### config.mk
export PLATFORM = sky130hd
export DESIGN_NAME = alu_exec
export DESIGN_NICKNAME = d
export VERILOG_FILES = /design/src/rtl/alu_pkg.sv /design/src/rtl/alu_shift_iter.sv /design/src/rtl/alu_exec.sv
export SDC_FILE = /design/constraint.sdc
export NUM_CORES = 1
export LEC_CHECK = 0
export CAP_MARGIN = 20
export CORE_MARGIN = 3
export CORE_UTILIZATION = 52
export CTS_CLUSTER_DIAMETER = 60
export CTS_CLUSTER_SIZE = 25
export DETAILED_ROUTE_END_ITERATION = 7
export GPL_TIMING_DRIVEN = 1
export PLACE_DENSITY = 0.9
export RECOVER_POWER = 100
export SKIP_LAST_GASP = 1
export SYNTH_ARGS = -nofsm -noshare
export SYNTH_HDL_FRONTEND = slang
export SYNTH_SLANG_ARGS = --single-unit
### constraint.sdc
create_clock -name clk -period 2.65 [get_ports clk]
set_input_delay 0.53 -clock clk [delete_from_list [all_inputs] [get_ports clk]]
set_output_delay 0.53 -clock clk [all_outputs]
set_load 0.03 [all_outputs]
### src/rtl/alu_pkg.sv
// alu_pkg: shared ALU op-code and execute-stage state types.
//   alu_op_e      4-bit operation code produced by ALU control
//   exec_state_e  execute-stage FSM state
//   shamt_width() shift-amount width for a given operand width
package alu_pkg;

    typedef enum logic [3:0] {
        ALU_AND = 4'b0000,
        ALU_OR  = 4'b0001,
        ALU_ADD = 4'b0010,
        ALU_SUB = 4'b0110,
        ALU_SLT = 4'b0111,
        ALU_SLL = 4'b1000,
        ALU_SRL = 4'b1001,
        ALU_SRA = 4'b1010,
        ALU_NOR = 4'b1100
    } alu_op_e;

    typedef enum logic [1:0] {
        ST_IDLE  = 2'd0,
        ST_SHIFT = 2'd1,
        ST_HOLD  = 2'd2
    } exec_state_e;

    function automatic int shamt_width(input int xlen);
        return $clog2(xlen);
    endfunction

    localparam int XLEN_DEFAULT = 32;
    localparam int SHAMT_W      = shamt_width(XLEN_DEFAULT);

endpackage

### src/rtl/alu_shift_iter.sv
// alu_shift_iter: iterative one-bit-per-cycle shifter for the execute stage.
//   clk, rst_n  clock, asynchronous active-low reset
//   load_i      capture a_i, shamt_i and op_i into the working registers
//   step_i      shift the working register by one and decrement the count
//   op_i        ALU_SLL / ALU_SRL / ALU_SRA selects direction and fill
//   a_i         value to shift
//   shamt_i     number of single-bit steps to perform (non-zero when loaded)
//   next_o      working register after one more step
//   last_o      the coming step is the final one
module alu_shift_iter
    import alu_pkg::*;
#(
    parameter int XLEN = 32,
    parameter int SW   = shamt_width(XLEN)
) (
    input  logic            clk,
    input  logic            rst_n,
    input  logic            load_i,
    input  logic            step_i,
    input  alu_op_e         op_i,
    input  logic [XLEN-1:0] a_i,
    input  logic [SW-1:0]   shamt_i,
    output logic [XLEN-1:0] next_o,
    output logic            last_o
);

    logic [XLEN-1:0] work_q;
    logic [SW-1:0]   cnt_q;
    logic            left_q;
    logic            arith_q;

    // Right shifts fill with the sign bit only for SRA.
    assign next_o = left_q ? {work_q[XLEN-2:0], 1'b0}
                           : {arith_q & work_q[XLEN-1], work_q[XLEN-1:1]};
    assign last_o = cnt_q == SW'(1);

    always_ff @(posedge clk or negedge rst_n) begin
        if (!rst_n) begin
            work_q  <= '0;
            cnt_q   <= '0;
            left_q  <= 1'b0;
            arith_q <= 1'b0;
        end else if (load_i) begin
            work_q  <= a_i;
            cnt_q   <= shamt_i;
            left_q  <= op_i == ALU_SLL;
            arith_q <= op_i == ALU_SRA;
        end else if (step_i) begin
            work_q  <= next_o;
            cnt_q   <= cnt_q - SW'(1);
        end
    end

endmodule

### src/rtl/alu_exec.sv
// alu_exec: registered ALU execute stage with valid/ready handshake on both sides.
// Optional iterative shifts are built when ALU_EXEC_SHIFT_EN is defined.
//   clk, rst_n    clock, asynchronous active-low reset
//   in_valid      operation and operands present
//   in_ready      stage accepts an operation this cycle
//   ALUoperation  4-bit op code (AND/OR/ADD/SUB/SLT/NOR, SLL/SRL/SRA when enabled)
//   a, b          operands; shift amount is b[log2(XLEN)-1:0]
//   out_valid     result register holds an unconsumed result
//   out_ready     consumer takes the result this cycle
//   result, zero  registered result and result==0 flag
//   busy          iterative shift in progress
module alu_exec
    import alu_pkg::*;
#(
    parameter int N    = 4,
    parameter int XLEN = 32
) (
    input  logic            clk,
    input  logic            rst_n,
    input  logic            in_valid,
    output logic            in_ready,
    input  logic [N-1:0]    ALUoperation,
    input  logic [XLEN-1:0] a,
    input  logic [XLEN-1:0] b,
    output logic            out_valid,
    input  logic            out_ready,
    output logic [XLEN-1:0] result,
    output logic            zero,
    output logic            busy
);

    localparam int SW = shamt_width(XLEN);

    exec_state_e     state_q, state_d;
    logic [XLEN-1:0] result_q, result_d;
    logic            res_we;
    logic            zero_q;
    logic            valid_q;
    logic [XLEN-1:0] alu_res;
    logic            accept;
    logic            start_shift;
    logic            shift_done;
    logic [XLEN-1:0] shift_next;
    alu_op_e         op;

    assign op       = alu_op_e'(ALUoperation);
    assign in_ready = (state_q == ST_IDLE) || (state_q == ST_HOLD && out_ready);
    assign accept   = in_valid && in_ready;

    always_comb begin
        alu_res = '0;
        case (op)
            ALU_AND: alu_res = a & b;
            ALU_OR:  alu_res = a | b;
            ALU_ADD: alu_res = a + b;
            ALU_SUB: alu_res = a - b;
            ALU_SLT: alu_res = {{(XLEN-1){1'b0}}, $signed(a) < $signed(b)};
            ALU_NOR: alu_res = ~(a | b);
`ifdef ALU_EXEC_SHIFT_EN
            // A zero shift amount completes immediately with a unchanged;
            // non-zero amounts go through the iterative shifter instead.
            ALU_SLL, ALU_SRL, ALU_SRA: alu_res = a;
`endif
            default: alu_res = '0;
        endcase
    end

`ifdef ALU_EXEC_SHIFT_EN
    logic [SW-1:0] shamt;
    logic          is_shift;
    logic          shift_last;
    logic          busy_q;

    assign shamt       = b[SW-1:0];
    assign is_shift    = op == ALU_SLL || op == ALU_SRL || op == ALU_SRA;
    assign start_shift = accept && is_shift && shamt != '0;
    assign shift_done  = state_q == ST_SHIFT && shift_last;
    assign busy        = busy_q;

    alu_shift_iter #(.XLEN(XLEN), .SW(SW)) u_shift (
        .clk     (clk),
        .rst_n   (rst_n),
        .load_i  (start_shift),
        .step_i  (state_q == ST_SHIFT),
        .op_i    (op),
        .a_i     (a),
        .shamt_i (shamt),
        .next_o  (shift_next),
        .last_o  (shift_last)
    );

    always_ff @(posedge clk or negedge rst_n) begin
        if (!rst_n) busy_q <= 1'b0;
        else        busy_q <= state_d == ST_SHIFT;
    end
`else
    assign start_shift = 1'b0;
    assign shift_done  = 1'b0;
    assign shift_next  = '0;
    assign busy        = 1'b0;
`endif

    // An accept in HOLD with out_ready replaces the consumed result in the
    // same edge, which is what gives back-to-back throughput without a bubble.
    always_comb begin
        state_d  = state_q;
        result_d = result_q;
        res_we   = 1'b0;
        if (start_shift) begin
            state_d = ST_SHIFT;
        end else if (accept) begin
            state_d  = ST_HOLD;
            result_d = alu_res;
            res_we   = 1'b1;
        end else if (shift_done) begin
            state_d  = ST_HOLD;
            result_d = shift_next;
            res_we   = 1'b1;
        end else if (state_q == ST_HOLD && out_ready) begin
            state_d = ST_IDLE;
        end
    end

    always_ff @(posedge clk or negedge rst_n) begin
        if (!rst_n) begin
            state_q  <= ST_IDLE;
            result_q <= '0;
            zero_q   <= 1'b0;
            valid_q  <= 1'b0;
        end else begin
            state_q <= state_d;
            valid_q <= state_d == ST_HOLD;
            if (res_we) begin
                result_q <= result_d;
                zero_q   <= result_d == '0;
            end
        end
    end

    assign out_valid = valid_q;
    assign result    = result_q;
    assign zero      = zero_q;

endmodule

==> results of run 1 <==
cells by family after synthesis:
kind of cell,after synthesis,share of synthesized area
adder cells (fa/ha/maj),110,0.189
XOR/XNOR,15,0.0179
multiplexers,5,0.00731
flip-flops,36,0.122
AND/OR/NAND/NOR,300,0.213
other,1,0.000510
buffers and inverters,162,0.0949
AO/OA/AOI/OAI,374,0.355
cell usage after synthesis, types with 12 or more instances:
cell	instances
inv_1	99
a31oi_1	14
nor3_1	23
o21bai_1	13
o21ai_0	60
a21o_1	13
a221oi_1	18
xnor2_1	13
ha_1	108
o31ai_1	14
nand2b_1	14
nor4_1	17
buf_2	14
a211oi_1	14
dfrtp_1	36
nand3_1	12
nand2_1	83
o211ai_1	19
nor2_1	71
clkbuf_1	32
a21oi_1	91
per-stage QoR:
step,setup TNS (ns),hold WS [ns]
floorplan,-1.10,0.234
global placement,-20.80,0.474
detailed placement,-26.27,0.470
==> impl_metrics.toml, run 1 <==
[synthesis]
synth-async-reset-ratio = 1.00
netlist_area_um2 = 7360
postSynthNetCount = 1185
ys.flop_type = "dfrtp_1"
yosys-top-cells-area = "ha_1 (18%), dfrtp_1 (12%), a21oi_1 (6.2%), inv_1 (5.1%), nand2_1 (4.2%)"
yosys_warnings = 0
synth-edff-count = 0
syn_area_per_cell_um2 = 7.33
synth_seq_cells = 36
synthCells = 1003
synthDistinctLibCells = 96
yosysTopAreaCell = "ha_1"
yosysTopAreaCellShare = 0.184
seq_area_frac_synth = 0.122

[run_status]
error = "[ERROR DPL-0033] detailed placement checks failed during check placement."
lastStage = "clock tree synthesis (4_1_cts)"
status = "stopped before the end"

[clock_tree]
cts.hold.buffers_added = 0
root_buffer = "clkbuf_16"
cts-resized-gates = 503
htreeDepth = 2
cts_buffers = 5
cts.sink_count = 36
post_cts_buffers = 83
clock_path_buffers = 2

[placement]
io_buffers = 106
dp_cells = 1572
gp_congestion = 1.06
hpwl_um = 30000
post_dp_cell_area_um2 = 11500
dpl_worst_slack_ns = -1.78

[die]
initial_utilization = 0.543
die_w_um = 125
chipHeight_um = 125
num_rows = 42
ioPinCount = 108
==> inputs of run 2 (changes only) <==
- CORE_UTILIZATION: 52 -> 40
- CTS_CLUSTER_DIAMETER: 60 -> default
- CTS_CLUSTER_SIZE: 25 -> default
- PLACE_DENSITY: 0.9 -> default
- PLACE_DENSITY_LB_ADDON: default -> 0.15
- clock period: 2.65 -> 3.44 ns (I/O delays scaled with it)
==> run 2 against run 1 <==
The flow now finishes, with violations (capacitance limit, slew limit, setup timing). Area after synthesis unchanged. Synthesized cell count is the same.
==> impl_metrics.toml, run 2 <==
[setup_path]
cp_data_required_time_ns = 3.64
cp-startpoint = "b[6]"
r2r_start = "state_q[0]$_DFF_PN0_"
cp.arrival_ns = 4.03
start_kind = "input pin"
crit_type = "in -> reg"
worstPathMaxFanout = 7
cp-end-kind = "flop"

[pwr]
ir_worst_vdd_v = 0.000225
pwr-share-clk = 0.152
p_total_mw = 3.11
power_frac_seq = 0.166
p_leak_nw = 6.06
power_frac_comb = 0.682
power_density_nw_per_um2 = 242
power.switching_mw = 1.32
cellInternalPower_mw = 1.78
power_switching_share = 0.426

[routing]
vias_per_cell = 5.78
wire_per_inst_um = 20.1
postRouteAntennaNets = 0
drtIter0Drc = 855
via_count = 9914
drc = 0
dr_wl_met2_um = 16500
wl_met3_um = 1990
drt-met1-wl_um = 14400
firstDrtPassIters = 6
top_layer = "met4"
wirelength_um = 34500

[global_route]
grt_max_degree = 37
antenna_found_initial = 0
track_usage = 0.327
grt_overflow = 0
grt_pass1_wl_um = 51900
grt_pass1_vias = 9724

[worst_hold_path]
holdCritStartpoint = "state_q[0]$_DFF_PN0_"
hp-class = "reg -> reg"

[timing]
setup_ws_ns = -0.396
finalCritPeriodShare = 1.12
clock_skew_ns = 0.00625
worst_slew_pin_slew_ns = 2.17
period_needed_ns = 3.84
setup-violations-final = 1
max_freq_ghz = 0.261
finalHoldViolCount = 0
slew_viol_final = 37
rsz0062_at_grt = "yes"
slew_headroom = -0.447
setup-tns-final_ns = -0.396

[synthesis]
seq_area_frac_synth = 0.122
yosys-top-cells-area = "ha_1 (18%), dfrtp_1 (12%), a21oi_1 (6.2%), inv_1 (5.1%), nand2_1 (4.2%)"
yosys_warnings = 0
syn_area_per_cell_um2 = 7.33
netlist_area_um2 = 7360
synthCells = 1003
synth.top_cells.by_count = "ha_1 (108), inv_1 (99), a21oi_1 (91)"
yosysMostFrequentCell = "ha_1"
synth-async-reset-ratio = 1.00
synth_seq_cells = 36
yosysTopAreaCell = "ha_1"
postSynthNetCount = 1185
yosysTopAreaCellShare = 0.184
synthDistinctLibCells = 96
ys.flop_type = "dfrtp_1"
synth-edff-count = 0

[die]
die_w_um = 142
num_rows = 48
chipHeight_um = 142
initial_utilization = 0.417
core_um2 = 17700
die-area_um2 = 20100
ioPinCount = 108

[placement]
gp_congestion = 0.967
hpwl_um = 27800
dp_cells = 1666
dpl_worst_slack_ns = -1.22
io_buffers = 106

[clock_tree]
clock_latency_ns = 0.28
path_clk_slew_ns = 0.06
clock_path_buffers = 2
cts.sink_count = 36
root_buffer = "clkbuf_16"
htreeDepth = 2
cts_buffers = 5
cts.hold.buffers_added = 0
cts_tree = "yes"

[finish]
final_cell_mix = "buf_4 (410), nand2_1 (78), ha_1 (76)"
final_common_cell = "buf_4"
area_delta_synth_final_pct = 74.8
nets = 1671
drive_above_1_share = 0.430
fin_cells = 1715
largest_reg_flops = 32
diodes = 0
fill_cells = 1445

[flow_run]
cap_violations = 1

[run_status]
status = "finished with violations"
violations = "capacitance limit, slew limit, setup timing"
[run 2: kinds of logic after synthesis]
group,synth area share
adders and majority gates,0.189
other,0.000510
and+or+nand+nor,0.213
buffers and inverters,0.0949
DFF,0.122
AOI/OAI and AO/OA,0.355
xor gates and xnor gates,0.0179
muxes,0.00731
[run 2: layout make-up]
cell class,count,area [um^2],area share
clock buffers,8,146,0.0114
multi-input cells,805,6710,0.522
well taps,225,282,0.0219
inverters,101,395,0.0308
flip-flops and latches,36,901,0.0701
repair buffers,540,4420,0.344
[run 2: final timing paths]
| check | end | slack [ns] | cells past startpoint |
|---|---|---|---|
| setup / recovery | zero$_DFFE_PN0P_ | -0.40 | 16 |
| hold / removal | state_q[0]$_DFF_PN0_ | 0.45 | 0 |
| setup reg to reg | zero$_DFFE_PN0P_ | 0.20 | 12 |
| hold reg to reg | state_q[0]$_DFF_PN0_ | 0.45 | 0 |
| max in group asynchronous | result[19]$_DFFE_PN0P_ | 1.15 | 1 |
| min in group asynchronous | result[27]$_DFFE_PN0P_ | 1.03 | 1 |
[run 2: critical path: stages]
cell and delay, ns:
clkdlybuf4s15_1 0.19, inv_2 0.06, ha_4 0.28, buf_6 0.13
nand2_2 0.06, or4_4 0.53, a31oi_4 0.25, nor4bb_4 0.09
buf_4 0.15, o21a_1 0.20, buf_4 0.16, a221o_1 0.39
a211oi_2 0.26, nor4b_2 0.23, nand4b_1 0.16, o31ai_2 0.19
[run 2: power by group through the flow]
stage	logic [mW]	registers, mW	clock network [mW]
after floorplan	0.804	0.595	0
after global placement	1.83	0.523	0
after detailed placement	1.84	0.521	0
after CTS	2.00	0.514	0.476
after global routing	2.26	0.518	0.482
final	2.12	0.515	0.473
[run 2: metal layers]
layer | vias to the layer above | global-route usage
met2 | 445 | 0.565
met3 | 89 | 0.0219
met5 | - | 0
met1 | 4696 | 0.419
met4 | 0 | 0.140
li1 | 4684 | -
[run 2: timing repair]
item / 4_1_cts / 5_1_grt
gates resized for setup: 181 / 98
setup buffers: 23 / 20
pin swaps: 49 / 53
endpoints found under the setup margin: 13 / 8
[run 2: stage by stage]
step                cell area (um^2)   util  hold slack [ns]
global route                   12900  0.728            0.488
detailed placement             11500  0.650            0.448
finish                         12900  0.728            0.448
global placement               11500  0.650            0.444
CTS                            12400  0.701            0.461
floorplan                       7390      -            0.392
No activity file was read; power rests on OpenSTA's default activity.
==> inputs of run 3 (changes only) <==
- SYNTH_HIERARCHICAL: default -> 1
==> results of run 3 <==
The final DEF is identical to that of run 2; final timing and power are the same.
Among the figures that moved: Yosys warning count 0 -> 6
